`config.mk`:
```
export PLATFORM = sky130hd
export DESIGN_NAME = voice_scheduler
export DESIGN_NICKNAME = d
export VERILOG_FILES = /design/src/rtl/synth_pkg.sv /design/src/rtl/mul_arbiter.sv /design/src/rtl/voice_scheduler.sv
export SDC_FILE = /design/constraint.sdc
export NUM_CORES = 1
export LEC_CHECK = 0
export CORE_MARGIN = 1.5
export CORE_UTILIZATION = 36
export CTS_BUF_LIST = sky130_fd_sc_hd__clkbuf_4 sky130_fd_sc_hd__clkbuf_8
export DETAILED_ROUTE_END_ITERATION = 6
export MAX_ROUTING_LAYER = met4
export PLACE_DENSITY = 0.8
export SLEW_MARGIN = 20
export SYNTH_ARGS = -nofsm -noshare
export SYNTH_HDL_FRONTEND = slang
export SYNTH_SLANG_ARGS = --single-unit
```
`constraint.sdc`:
```
create_clock -name clk_i -period 1.5 [get_ports clk_i]
set_input_delay 0.15 -clock clk_i [delete_from_list [all_inputs] [get_ports clk_i]]
set_output_delay 0.15 -clock clk_i [all_outputs]
set_load 0.03 [all_outputs]
```
`src/rtl/synth_pkg.sv`:
```
// Shared types and constants for the voice scheduler and its multiplier arbiter.
package synth_pkg;

    typedef enum logic [1:0] {
        IDLE  = 2'd0,
        START = 2'd1,
        WAIT  = 2'd2,
        DONE  = 2'd3
    } frame_state_e;

    typedef enum logic {
        MIDLE = 1'b0,
        MBUSY = 1'b1
    } mul_state_e;

    localparam logic OWNER_ENV   = 1'b0;
    localparam logic OWNER_AUX   = 1'b1;
    localparam int   VOICE_IDX_W = 2;

endpackage

```
`src/rtl/mul_arbiter.sv`:
```
// Two-requester round-robin arbiter for the shared multiplier, with one pending latch per requester.
module mul_arbiter
    import synth_pkg::*;
(
    input  logic clk,
    input  logic rst,
    input  logic env_req,
    input  logic aux_req,
    input  logic mul_done,
    output logic env_ready,
    output logic aux_ready,
    output logic mul_start,
    output logic mul_owner
);

    mul_state_e state, state_n;
    logic env_pend, aux_pend, last_owner;
    logic env_want, aux_want, grant, grantee, finish;

    // A request on the grant cycle counts directly, giving one-cycle request-to-start latency.
    always_comb begin
        env_want = env_pend | env_req;
        aux_want = aux_pend | aux_req;
        state_n  = state;
        grant    = 1'b0;
        grantee  = OWNER_ENV;
        finish   = 1'b0;
        case (state)
            MIDLE: begin
                if (env_want || aux_want) begin
                    grant   = 1'b1;
                    state_n = MBUSY;
                    if (env_want && aux_want) grantee = ~last_owner;
                    else                      grantee = aux_want ? OWNER_AUX : OWNER_ENV;
                end
            end
            MBUSY: begin
                if (mul_done) begin
                    finish  = 1'b1;
                    state_n = MIDLE;
                end
            end
            default: state_n = MIDLE;
        endcase
    end

    always_ff @(posedge clk or posedge rst) begin
        if (rst) begin
            state      <= MIDLE;
            env_pend   <= 1'b0;
            aux_pend   <= 1'b0;
            last_owner <= OWNER_AUX;
            mul_owner  <= OWNER_ENV;
            mul_start  <= 1'b0;
            env_ready  <= 1'b0;
            aux_ready  <= 1'b0;
        end else begin
            state     <= state_n;
            mul_start <= grant;
            env_ready <= finish && (mul_owner == OWNER_ENV);
            aux_ready <= finish && (mul_owner == OWNER_AUX);
            if (grant)  mul_owner  <= grantee;
            if (finish) last_owner <= mul_owner;
            // A fresh request from the finishing owner survives the clear.
            env_pend <= (finish && mul_owner == OWNER_ENV) ? env_req : env_want;
            aux_pend <= (finish && mul_owner == OWNER_AUX) ? aux_req : aux_want;
        end
    end

endmodule

```
`src/rtl/voice_scheduler.sv`:
```
// Per-sample frame sequencer: walks each voice through the envelope unit and hosts the multiplier arbiter.
module voice_scheduler
    import synth_pkg::*;
#(
    parameter int NUM_VOICES  = 3,
    parameter int ENV_TIMEOUT = 64
) (
    input  logic                     clk_i,
    input  logic                     rst_i,
    input  logic                     sample_tick_i,
    input  logic [NUM_VOICES-1:0]    gate_i,
    input  logic [4*NUM_VOICES-1:0]  attack_i,
    input  logic [4*NUM_VOICES-1:0]  decay_i,
    input  logic [4*NUM_VOICES-1:0]  sustain_i,
    input  logic [4*NUM_VOICES-1:0]  release_i,
    output logic                     env_start_o,
    output logic [VOICE_IDX_W-1:0]   env_voice_o,
    output logic                     env_gate_o,
    output logic [3:0]               env_attack_o,
    output logic [3:0]               env_decay_o,
    output logic [3:0]               env_sustain_o,
    output logic [3:0]               env_release_o,
    input  logic                     env_ready_i,
    input  logic                     env_mult_req_i,
    output logic                     env_mult_ready_o,
    input  logic                     aux_mult_req_i,
    output logic                     aux_mult_ready_o,
    output logic                     mul_start_o,
    output logic                     mul_owner_o,
    input  logic                     mul_done_i,
    output logic                     busy_o,
    output logic                     frame_done_o,
    output logic                     overrun_o,
    output logic                     timeout_o,
    input  logic                     err_clr_i
);

    localparam int TW    = $clog2(ENV_TIMEOUT);
    localparam int NSLOT = 1 << VOICE_IDX_W;
    localparam int FW    = 4 * NSLOT;

    frame_state_e           state, state_n;
    logic [VOICE_IDX_W-1:0] voice;
    logic [TW-1:0]          tcnt;
    logic [NUM_VOICES-1:0]  gate_q;
    logic                   last_voice, expired, advance;
    logic [NSLOT-1:0]       gate_pad;
    logic [FW-1:0]          att_pad, dec_pad, sus_pad, rel_pad;

    assign last_voice = (voice == VOICE_IDX_W'(NUM_VOICES - 1));
    assign expired    = (tcnt == TW'(ENV_TIMEOUT - 1));
    assign advance    = (state == WAIT) && (env_ready_i || expired);

    always_comb begin
        state_n = state;
        case (state)
            IDLE:    if (sample_tick_i) state_n = START;
            START:   state_n = WAIT;
            WAIT:    if (advance) state_n = last_voice ? DONE : START;
            DONE:    state_n = IDLE;
            default: state_n = IDLE;
        endcase
    end

    always_ff @(posedge clk_i or posedge rst_i) begin
        if (rst_i) begin
            state     <= IDLE;
            voice     <= '0;
            tcnt      <= '0;
            gate_q    <= '0;
            overrun_o <= 1'b0;
            timeout_o <= 1'b0;
        end else begin
            state <= state_n;
            if (state == IDLE && sample_tick_i) begin
                gate_q <= gate_i;
                voice  <= '0;
            end
            if (state == START)                tcnt <= '0;
            else if (state == WAIT && !expired) tcnt <= tcnt + 1'b1;
            if (advance && !last_voice) voice <= voice + 1'b1;
            // Set events take priority over the clear.
            if (sample_tick_i && state != IDLE) overrun_o <= 1'b1;
            else if (err_clr_i)                 overrun_o <= 1'b0;
            if (state == WAIT && expired && !env_ready_i) timeout_o <= 1'b1;
            else if (err_clr_i)                          timeout_o <= 1'b0;
        end
    end

    // Zero-pad so a 2-bit voice index never selects past the packed inputs.
    assign gate_pad = NSLOT'(gate_q);
    assign att_pad  = FW'(attack_i);
    assign dec_pad  = FW'(decay_i);
    assign sus_pad  = FW'(sustain_i);
    assign rel_pad  = FW'(release_i);

    assign busy_o        = (state != IDLE);
    assign env_start_o   = (state == START);
    assign frame_done_o  = (state == DONE);
    assign env_voice_o   = voice;
    assign env_gate_o    = busy_o & gate_pad[voice];
    assign env_attack_o  = busy_o ? att_pad[{voice, 2'b00} +: 4] : 4'h0;
    assign env_decay_o   = busy_o ? dec_pad[{voice, 2'b00} +: 4] : 4'h0;
    assign env_sustain_o = busy_o ? sus_pad[{voice, 2'b00} +: 4] : 4'h0;
    assign env_release_o = busy_o ? rel_pad[{voice, 2'b00} +: 4] : 4'h0;

    mul_arbiter u_arb (
        .clk       (clk_i),
        .rst       (rst_i),
        .env_req   (env_mult_req_i),
        .aux_req   (aux_mult_req_i),
        .mul_done  (mul_done_i),
        .env_ready (env_mult_ready_o),
        .aux_ready (aux_mult_ready_o),
        .mul_start (mul_start_o),
        .mul_owner (mul_owner_o)
    );

endmodule
```
Word-level counts from Yosys, hierarchy flattened
Index checks and enable logic that the tools add are counted.
{ "classes": {"addsub": 2, "shifts": 4, "mux": 29, "bitwise_logic": 6, "order_cmp": 1, "reduce_logical": 22, "n_eq_ne": 7} }
{ "op_table": {"columns": ["operator", "count"], "rows": [
  ["indexed part select 16 x 5 -> 4 bit", 4],
  ["2-to-1 mux 4 bit", 4],
  ["2-to-1 mux 1 bit", 15],
  ["2-to-1 mux 6 bit", 2],
  ["logical AND 1 bit", 10],
  ["2-to-1 mux 2 bit", 5],
  ["nonzero test 2 bit", 5],
  ["case mux 2 bit (4 select lines)", 1],
  ["adder 6 x 1 -> 6 bit, second input constant", 1],
  ["equality test 2 bit, second input constant", 3],
  ["equality test 6 bit, second input constant", 1],
  ["!= test 2 bit, second input constant", 2],
  ["logical NOT 1 bit", 3],
  ["< comparator 2 x 3 -> 1 bit, second input constant", 1],
  ["inverter 1 bit", 3],
  ["adder 2 x 1 -> 2 bit, second input constant", 1],
  ["binary-select mux 1 bit (select 2 bit)", 1],
  ["equality test 2 x 1 -> 1 bit, second input constant", 1],
  ["logical NOT 2 bit", 1],
  ["logical OR 1 bit", 2],
  ["OR 1 bit", 2],
  ["case mux 1 bit (2 select lines)", 1],
  ["AND reduction 2 bit", 1],
  ["bitwise AND 1 bit", 1]
]} }
{ "word_totals": {"elab_cells": 85, "in_bits": 59, "output_inout_bits": 28, "ff_bits": 23} }

Longest topological paths before layout
Gate-level depths: netlist (run 1).
{ "logic_depth": {"word_depth": 5, "ltp_mapped": 6} }

Modules after synthesis
Synthesis (run 1) repeated with hierarchy kept, for this count alone.
{ "unflattened": {"cells_unflattened": 176, "hier_area_um2": 1491.4} }
{ "by_module_without_submodules": {"columns": ["module", "seq_area_each_um2", "n_inst", "cells_each", "area_each_um2"], "rows": [
  ["voice_scheduler", 375.4, 1, 152, 1184.9],
  ["mul_arbiter", 201.4, 1, 24, 306.5]
]} }

Least setup slack after synthesis (run 1)
Ideal clock, no wire load.
{ "synth_path": {"path_kind": "reg2out", "from": "register voice[0], in the netlist env_voice_o[0]", "to": "output port env_attack_o[1]", "path_slack_ns": -0.264, "arrival_time_ns": 1.614, "t_required_ns": 1.350, "path_stages_with_launch": 6, "path_cell_list": "dfrtp_1 inv_1 nor2_1 buf_2 a21oi_1 nor2_1"} }
{ "synth_between": {"elab_chain_cells": 2} }
{ "synth_lines": {"columns": ["element", "line", "source"], "rows": [
  ["from (decl)", "voice_scheduler.sv:43", "logic [VOICE_IDX_W-1:0] voice;"],
  ["from (signal assigned)", "voice_scheduler.sv:81", "if (advance && !last_voice) voice <= voice + 1'b1;"],
  ["indexed part select 16 x 5 -> 4 bit", "voice_scheduler.sv:102", "assign env_attack_o = busy_o ? att_pad[{voice, 2'b00} +: 4] : 4'h0;"],
  ["2-to-1 mux 4 bit", "voice_scheduler.sv:102", null],
  ["to (decl)", "voice_scheduler.sv:19", "output logic [3:0] env_attack_o,"]
]} }
Every way passes these cells.

Worst setup path in the final report (run 1)
{ "layout_path": {"from": "register voice[1], in the netlist env_voice_o[1]", "to": "output port env_release_o[1]"} }
{ "layout_between": {"elab_chain_cells": 2} }
{ "layout_lines": {"columns": ["element", "line", "source"], "rows": [
  ["indexed part select 16 x 5 -> 4 bit", "voice_scheduler.sv:105", "assign env_release_o = busy_o ? rel_pad[{voice, 2'b00} +: 4] : 4'h0;"],
  ["2-to-1 mux 4 bit", "voice_scheduler.sv:105", null],
  ["to (decl)", "voice_scheduler.sv:22", "output logic [3:0] env_release_o,"]
]} }
Every way passes these cells.

==> results.py, run 1 <==
metrics = {
    "run_status": {
        "status": "finished, violations left",
        "violations": "setup timing",
    },
    "timing": {
        "finalMaxSlewViolations": 0,
        "setup_violations": 18,
        "max_freq_ghz": 0.5934,
        "setup_ws_ns": -0.1852,
        "min_period_ns": 1.685,
        "finClkSkew_ns": 0.001637,
        "finalHoldViolations": 0,
        "whs_ns": 0.2130,
        "maxSlewHeadroom_pct": 77.87,
        "min_period_over_period_pct": 112.3,
        "rsz0062_at_grt": "yes",
        "max_slew.worst_pin.slew_ns": 0.3309,
    },
    "place": {
        "dp_cells": 321,
        "routabilityCongestion": 0.8547,
        "io_buffer_count": 86,
        "place_hpwl_microns": 3469,
        "dpl_worst_slack_ns": 0.06685,
    },
    "worst_setup_path": {
        "path_class": "reg -> out",
        "r2r-start": "env_voice_o[1]$_DFFE_PP0P_",
        "crit_chain": "buf_12, mux2i_2, nor2_1, a21oi_2, nor2_4, buf_4",
        "start_kind": "flip-flop",
        "r2r_slack_ns": 0.11,
        "rr_worst_depth": 4,
        "crit_required_ns": 1.35,
        "path_buf_inv": 2,
        "slowest_delay_ns": 0.41,
        "path_max_fanout": 16,
        "crit_arrival_ns": 1.54,
        "crit_family": "flip-flops",
        "crit_path_end_kind": "primary output",
        "cp_slowest_cell": "dfrtp_2",
        "rr_endpoint": "env_voice_o[1]$_DFFE_PP0P_",
    },
    "power": {
        "p_leak_nw": 1.117,
        "power_w": 0.004649,
        "ir_drop_v": 0.001066,
        "power.density_nw_per_um2": 1734,
    },
    "drt": {
        "antenna_left": 0,
        "drc_errors": 0,
        "wirelength_microns": 4565,
        "wl_per_cell_microns": 13.96,
        "avgViaCountPerCell": 5.015,
        "drtIter0Drc": 43,
        "vias": 1640,
        "drt_first_pass_iters": 5,
    },
    "cells_and_area": {
        "diodes": 0,
        "area_growth_syn_to_layout_pct": 72.96,
        "drive_above_1_share_pct": 28.16,
        "instances_no_fill": 327,
        "fin_nets": 339,
    },
    "floorplanning": {
        "die_area_sq_um": 4709,
        "initial_core_util_pct": 38.21,
        "core_area_sq_um": 4058,
        "dieHeight_microns": 68.62,
        "die_width_microns": 68.62,
        "boundaryPins": 87,
        "fp-row-count": 23,
    },
    "synth": {
        "ys_types": 38,
        "yosysWarnings": 0,
        "avgSynthCellArea_sq_um": 8.612,
        "syn-cell-area_sq_um": 1550,
        "ys_seq_elements": 23,
        "synthArstFlopShare_pct": 100.0,
        "synth_area_leaders": "dfrtp_1 (36%), mux2i_1 (12%), nor2_1 (11%)",
        "synth_edf_count": 0,
        "synthCells": 180,
        "syn_nets": 241,
        "yosysSeqAreaShare_pct": 37.21,
        "synth_common_cells": "nor2_1 (44), dfrtp_1 (22), a21oi_1 (21)",
        "synth_top_area_cell": "dfrtp_1",
        "synthFlopType": "dfrtp_1",
        "synth.top_cell.area_share_pct": 35.51,
        "yosysMostFrequentCell": "nor2_1",
    },
    "grt": {
        "grt_usage_pct": 19.86,
        "grt_max_degree": 24,
        "grt_pass1_vias": 1528,
        "grt_pass1_wl_microns": 6831,
        "grt_overflow_total": 0,
        "antenna_found_initial": 0,
    },
    "clocking": {
        "cts.clk_slew.worst_paths_ns": 0.09,
        "hold_buffers": 0,
        "htree_num_levels": 1,
        "clk_path_buf_depth": 2,
        "clk-insertion-delay-late_ns": 0.27,
        "cts_made_buffers": 3,
        "clock-sinks": 23,
        "cts_root_buf": "clkbuf_8",
        "cts_tree": "yes",
    },
    "min_path": {
        "hold_class": "in -> async",
    },
    "job": {
        "max-cap-violations": 0,
    },
}
per-stage QoR:
stage | instance area (sq um) | util [%] | setup TNS (ns)
after floorplan | 1648 | - | -0.1506
after global placement | 2546 | 62.75 | 0
after detailed placement | 2546 | 62.75 | 0
after CTS | 2675 | 65.93 | -1.775
after global routing | 2681 | 66.08 | -3.477
final | 2681 | 66.08 | -1.714
layout by cell type, fill, tap and decap left out, types with 3 or more instances in the layout:
cell type,count
clkdlybuf4s50_1,64
nor2_1,33
buf_4,26
dfrtp_1,20
mux2i_1,18
nand2_1,12
a21oi_2,11
a21oi_1,11
buf_6,11
nor2_4,10
inv_1,6
nand3_1,4
mux2_2,4
a211oi_1,4
nand2b_1,3
clkbuf_8,3
cells by family (layout without fill, tap and decap cells):
kind of cell / count (synthesis) / after routing / share of synthesized area, %
mux: 23 / 23 / 15.17
compound gates: 38 / 38 / 15.50
buf+inv: 17 / 114 / 7.990
fa+ha+maj: 2 / 2 / 1.614
flops: 23 / 23 / 37.21
simple gates: 77 / 77 / 22.52
repair_timing:
item / in CTS / in global routing
setup endpoints to repair: 20 / 19
setup buffers: 2 / 0
gates resized for setup: 20 / 2
hold endpoints to repair: 0 / 0
how the worst max path moves through the flow:
| stage | start | end | slack [ns] | cells after the start |
|---|---|---|---|---|
| after floorplan | env_voice_o[1]$_DFFE_PP0P_ | env_release_o[0] | -0.02 | 6 |
| final | env_voice_o[1]$_DFFE_PP0P_ | env_release_o[1] | -0.19 | 6 |
| after global placement | env_voice_o[1]$_DFFE_PP0P_ | env_voice_o[1]$_DFFE_PP0P_ | 0.10 | 4 |
| after global routing | env_voice_o[1]$_DFFE_PP0P_ | env_release_o[1] | -0.28 | 6 |
| after CTS | env_voice_o[1]$_DFFE_PP0P_ | env_release_o[1] | -0.15 | 6 |
| after detailed placement | env_voice_o[1]$_DFFE_PP0P_ | env_release_o[1] | 0.07 | 6 |
cell type report:
cell class / instances / area (sq um)
Clock inverter: 1 / 7.507
Fill cell: 352 / 1376
Multi-Input combinational cell: 140 / 970.9
Timing Repair Buffer: 104 / 997.2
Inverter: 6 / 22.52
Sequential cell: 23 / 579.3
Tap cell: 50 / 62.56
Clock buffer: 3 / 41.29
flip-flops by register name (all words and copies together), names as in the netlist:
register and flops:
tcnt 6, state 2, overrun_o 1, u_arb.aux_ready 1, env_voice_o 2, u_arb.env_pend 1, u_arb.last_owner 1, u_arb.aux_pend 1
u_arb.state 1, u_arb.env_ready 1, u_arb.mul_owner 1, timeout_o 1, gate_q 3, u_arb.mul_start 1
worst min-delay path, cell delays in order:
cell and delay (ns):
clkdlybuf4s50_1 0.39, inv_1 0.05, buf_4 0.29
metal layers:
metal / GRT usage (%) / vias up / wire length (microns)
li1: - / 822 / -
met1: 24.70 / 768 / 1895
met2: 33.41 / 46 / 2458
met3: 4.058 / 4 / 178
met4: 4.000 / 0 / 34
met5: - / - / 0
power breakdown:
group          switching [W]  total [W]  internal, W
Sequential          0.000104   0.000886     0.000783
Clock               0.000218   0.000406     0.000188
Combinational        0.00191    0.00336      0.00145
Note: power is estimated with default switching activity, not from simulation.
==> run 2: changes to the inputs <==
Settings changed: CTS_CLUSTER_SIZE set to 12, SKIP_LAST_GASP set to 1.
==> run 2 against run 1 <==
The run still ends with setup timing left. Clock power about the same. Die area is the same. Sequential cell count did not move. Global-route usage fell by 0.49 points. Final cell count is the same. Sequential power hardly changed. First-iteration DRC count is 4.7% higher. Design area is 0.98% lower. Sequential share of layout area grew 0.21 points. Hold slack worse by 0.00082 ns. Fmax is 0.15% lower. Largest power group unchanged.
==> results.py, run 2 (synthesized netlist as in run 1, its figures left out) <==
metrics = {
    "run_status": {
        "status": "finished, violations left",
        "violations": "setup timing",
    },
    "worst_setup_path": {
        "path_buf_inv": 2,
        "r2r_slack_ns": 0.11,
        "r2r-start": "env_voice_o[1]$_DFFE_PP0P_",
        "crit_required_ns": 1.35,
        "crit_chain": "buf_12, mux2i_2, nor2_1, a21oi_2, nor2_4, buf_4",
        "start_kind": "flip-flop",
        "crit_arrival_ns": 1.54,
        "crit_family": "flip-flops",
        "crit_path_end_kind": "primary output",
        "slowest_delay_ns": 0.42,
        "cp_slowest_cell": "dfrtp_2",
        "rr_endpoint": "env_voice_o[1]$_DFFE_PP0P_",
        "path_class": "reg -> out",
        "critical_path.startpoint": "env_voice_o[1]$_DFFE_PP0P_",
        "rr_worst_depth": 4,
        "path_max_fanout": 16,
    },
    "cells_and_area": {
        "regMostFlops": "tcnt",
        "post-route-util_pct": 65.43,
        "final_common_cell": "clkdlybuf4s50_1",
        "diodes": 0,
        "drive_above_1_share_pct": 28.16,
        "fill_cells": 360,
        "fin_nets": 339,
        "largest_reg_flops": 6,
        "multi_input_area_sq_um": 970.9,
        "regArea_sq_um": 579.3,
        "area_growth_syn_to_layout_pct": 71.27,
        "final_area_sq_um": 2655,
        "final_cell_mix": "clkdlybuf4s50_1 (64), nor2_1 (33), buf_4 (33), dfrtp_1 (20), mux2i_1 (18)",
        "instances_no_fill": 327,
        "reg_top3": "tcnt: 6 flops, gate_q: 3 flops",
    },
    "power": {
        "p_leak_nw": 1.110,
        "ir_drop_v": 0.001062,
        "power.density_nw_per_um2": 1716,
    },
    "timing": {
        "min_period_ns": 1.688,
        "min_period_over_period_pct": 112.5,
        "finalHoldViolations": 0,
        "timing.setup.tns_ns": -1.814,
        "max_freq_ghz": 0.5925,
        "finalMaxSlewViolations": 0,
        "setup_violations": 18,
        "setup_ws_ns": -0.1878,
        "max_slew.worst_pin.slew_ns": 0.3292,
        "rsz0062_at_grt": "yes",
        "finClkSkew_ns": 0.001472,
        "maxSlewHeadroom_pct": 77.99,
    },
    "clocking": {
        "hold_buffers": 0,
        "cts_root_buf": "clkbuf_8",
        "clock-sinks": 23,
        "cts_made_buffers": 3,
        "clk-insertion-delay-late_ns": 0.27,
        "cts.clk_slew.worst_paths_ns": 0.09,
        "clk_path_buf_depth": 2,
        "cts_tree": "yes",
        "htree_num_levels": 1,
    },
    "grt": {
        "grt_util_met2_pct": 31.73,
        "grt_overflow_total": 0,
        "grt.met3_usage_pct": 4.383,
        "antenna_found_initial": 0,
        "grt_pass1_vias": 1511,
        "grt_pass1_wl_microns": 6658,
        "grt.busiest_layer": "met2",
        "grt_max_degree": 24,
        "grt_usage_pct": 19.37,
        "use_met1_pct": 24.09,
    },
    "floorplanning": {
        "core_area_sq_um": 4058,
        "boundaryPins": 87,
        "die_area_sq_um": 4709,
        "die_width_microns": 68.62,
        "dieHeight_microns": 68.62,
        "initial_core_util_pct": 38.21,
        "fp-row-count": 23,
    },
    "place": {
        "place_area_sq_um": 2546,
        "place_hpwl_microns": 3469,
        "routabilityCongestion": 0.8547,
        "dp_cells": 321,
        "io_buffer_count": 86,
        "dpl_worst_slack_ns": 0.06685,
    },
    "drt": {
        "vias": 1636,
        "avgViaCountPerCell": 5.003,
        "drtIter0Drc": 45,
        "antenna_left": 0,
        "drt_first_pass_iters": 4,
        "drc_errors": 0,
        "wl_per_cell_microns": 13.59,
        "wirelength_microns": 4444,
    },
    "job": {
        "max-cap-violations": 0,
    },
    "min_path": {
        "hold_class": "in -> async",
    },
}
## run 2: changes by cell type in the layout (fill, tap and decap cells not counted)
cell,change
buf_6,-7
buf_4,+7
## run 2: what timing repair did
item,4_1_cts,5_1_grt
gates resized for setup,13,2
setup endpoints to repair,20,19
setup buffers,2,0
## run 2: layout make-up
type	count	share of cell area, %
Clock buffer	3	1.555
Clock inverter	1	0.2828
Inverter	6	0.8483
Multi-Input combinational cell	140	36.57
Sequential cell	23	21.82
Tap cell	50	2.356
Timing Repair Buffer	104	36.57
## run 2: worst register-to-register path: cells and delay by family (launching register included)
family / cells / cell delay [ns]
buf+inv: 1 / 0.15
flops: 1 / 0.45
mux: 1 / 0.24
fa+ha+maj: 1 / 0.20
simple gates: 1 / 0.26
## run 2: how the worst max path moves through the flow
stage | depth (start not counted) | end | slack, ns
finish | 6 | env_release_o[1] | -0.19
global route | 6 | env_sustain_o[1] | -0.29
CTS | 6 | env_release_o[1] | -0.15
detailed placement | 6 | env_release_o[1] | 0.07
global placement | 4 | env_voice_o[1]$_DFFE_PP0P_ | 0.10
floorplan | 6 | env_release_o[0] | -0.02
## run 2: metrics by stage
step	total power, W	hold WS (ns)
floorplan	0.003022	0.1510
global placement	0.004027	0.4496
detailed placement	0.004055	0.4687
CTS	0.004576	0.2184
global route	0.004841	0.2554
finish	0.004557	0.2121
## run 2: power breakdown
group	total, W	internal [W]	switching (W)
combinational	0.00326	0.00138	0.00188
sequential	0.000887	0.000783	0.000104
clock	0.000407	0.000188	0.000218
## run 2: per-layer routing
| metal | vias up | wire length [microns] |
|---|---|---|
| met2 | 43 | 2343 |
| met5 | - | 0 |
| met4 | 0 | 63 |
| met1 | 764 | 1854 |
| li1 | 821 | - |
| met3 | 8 | 182 |
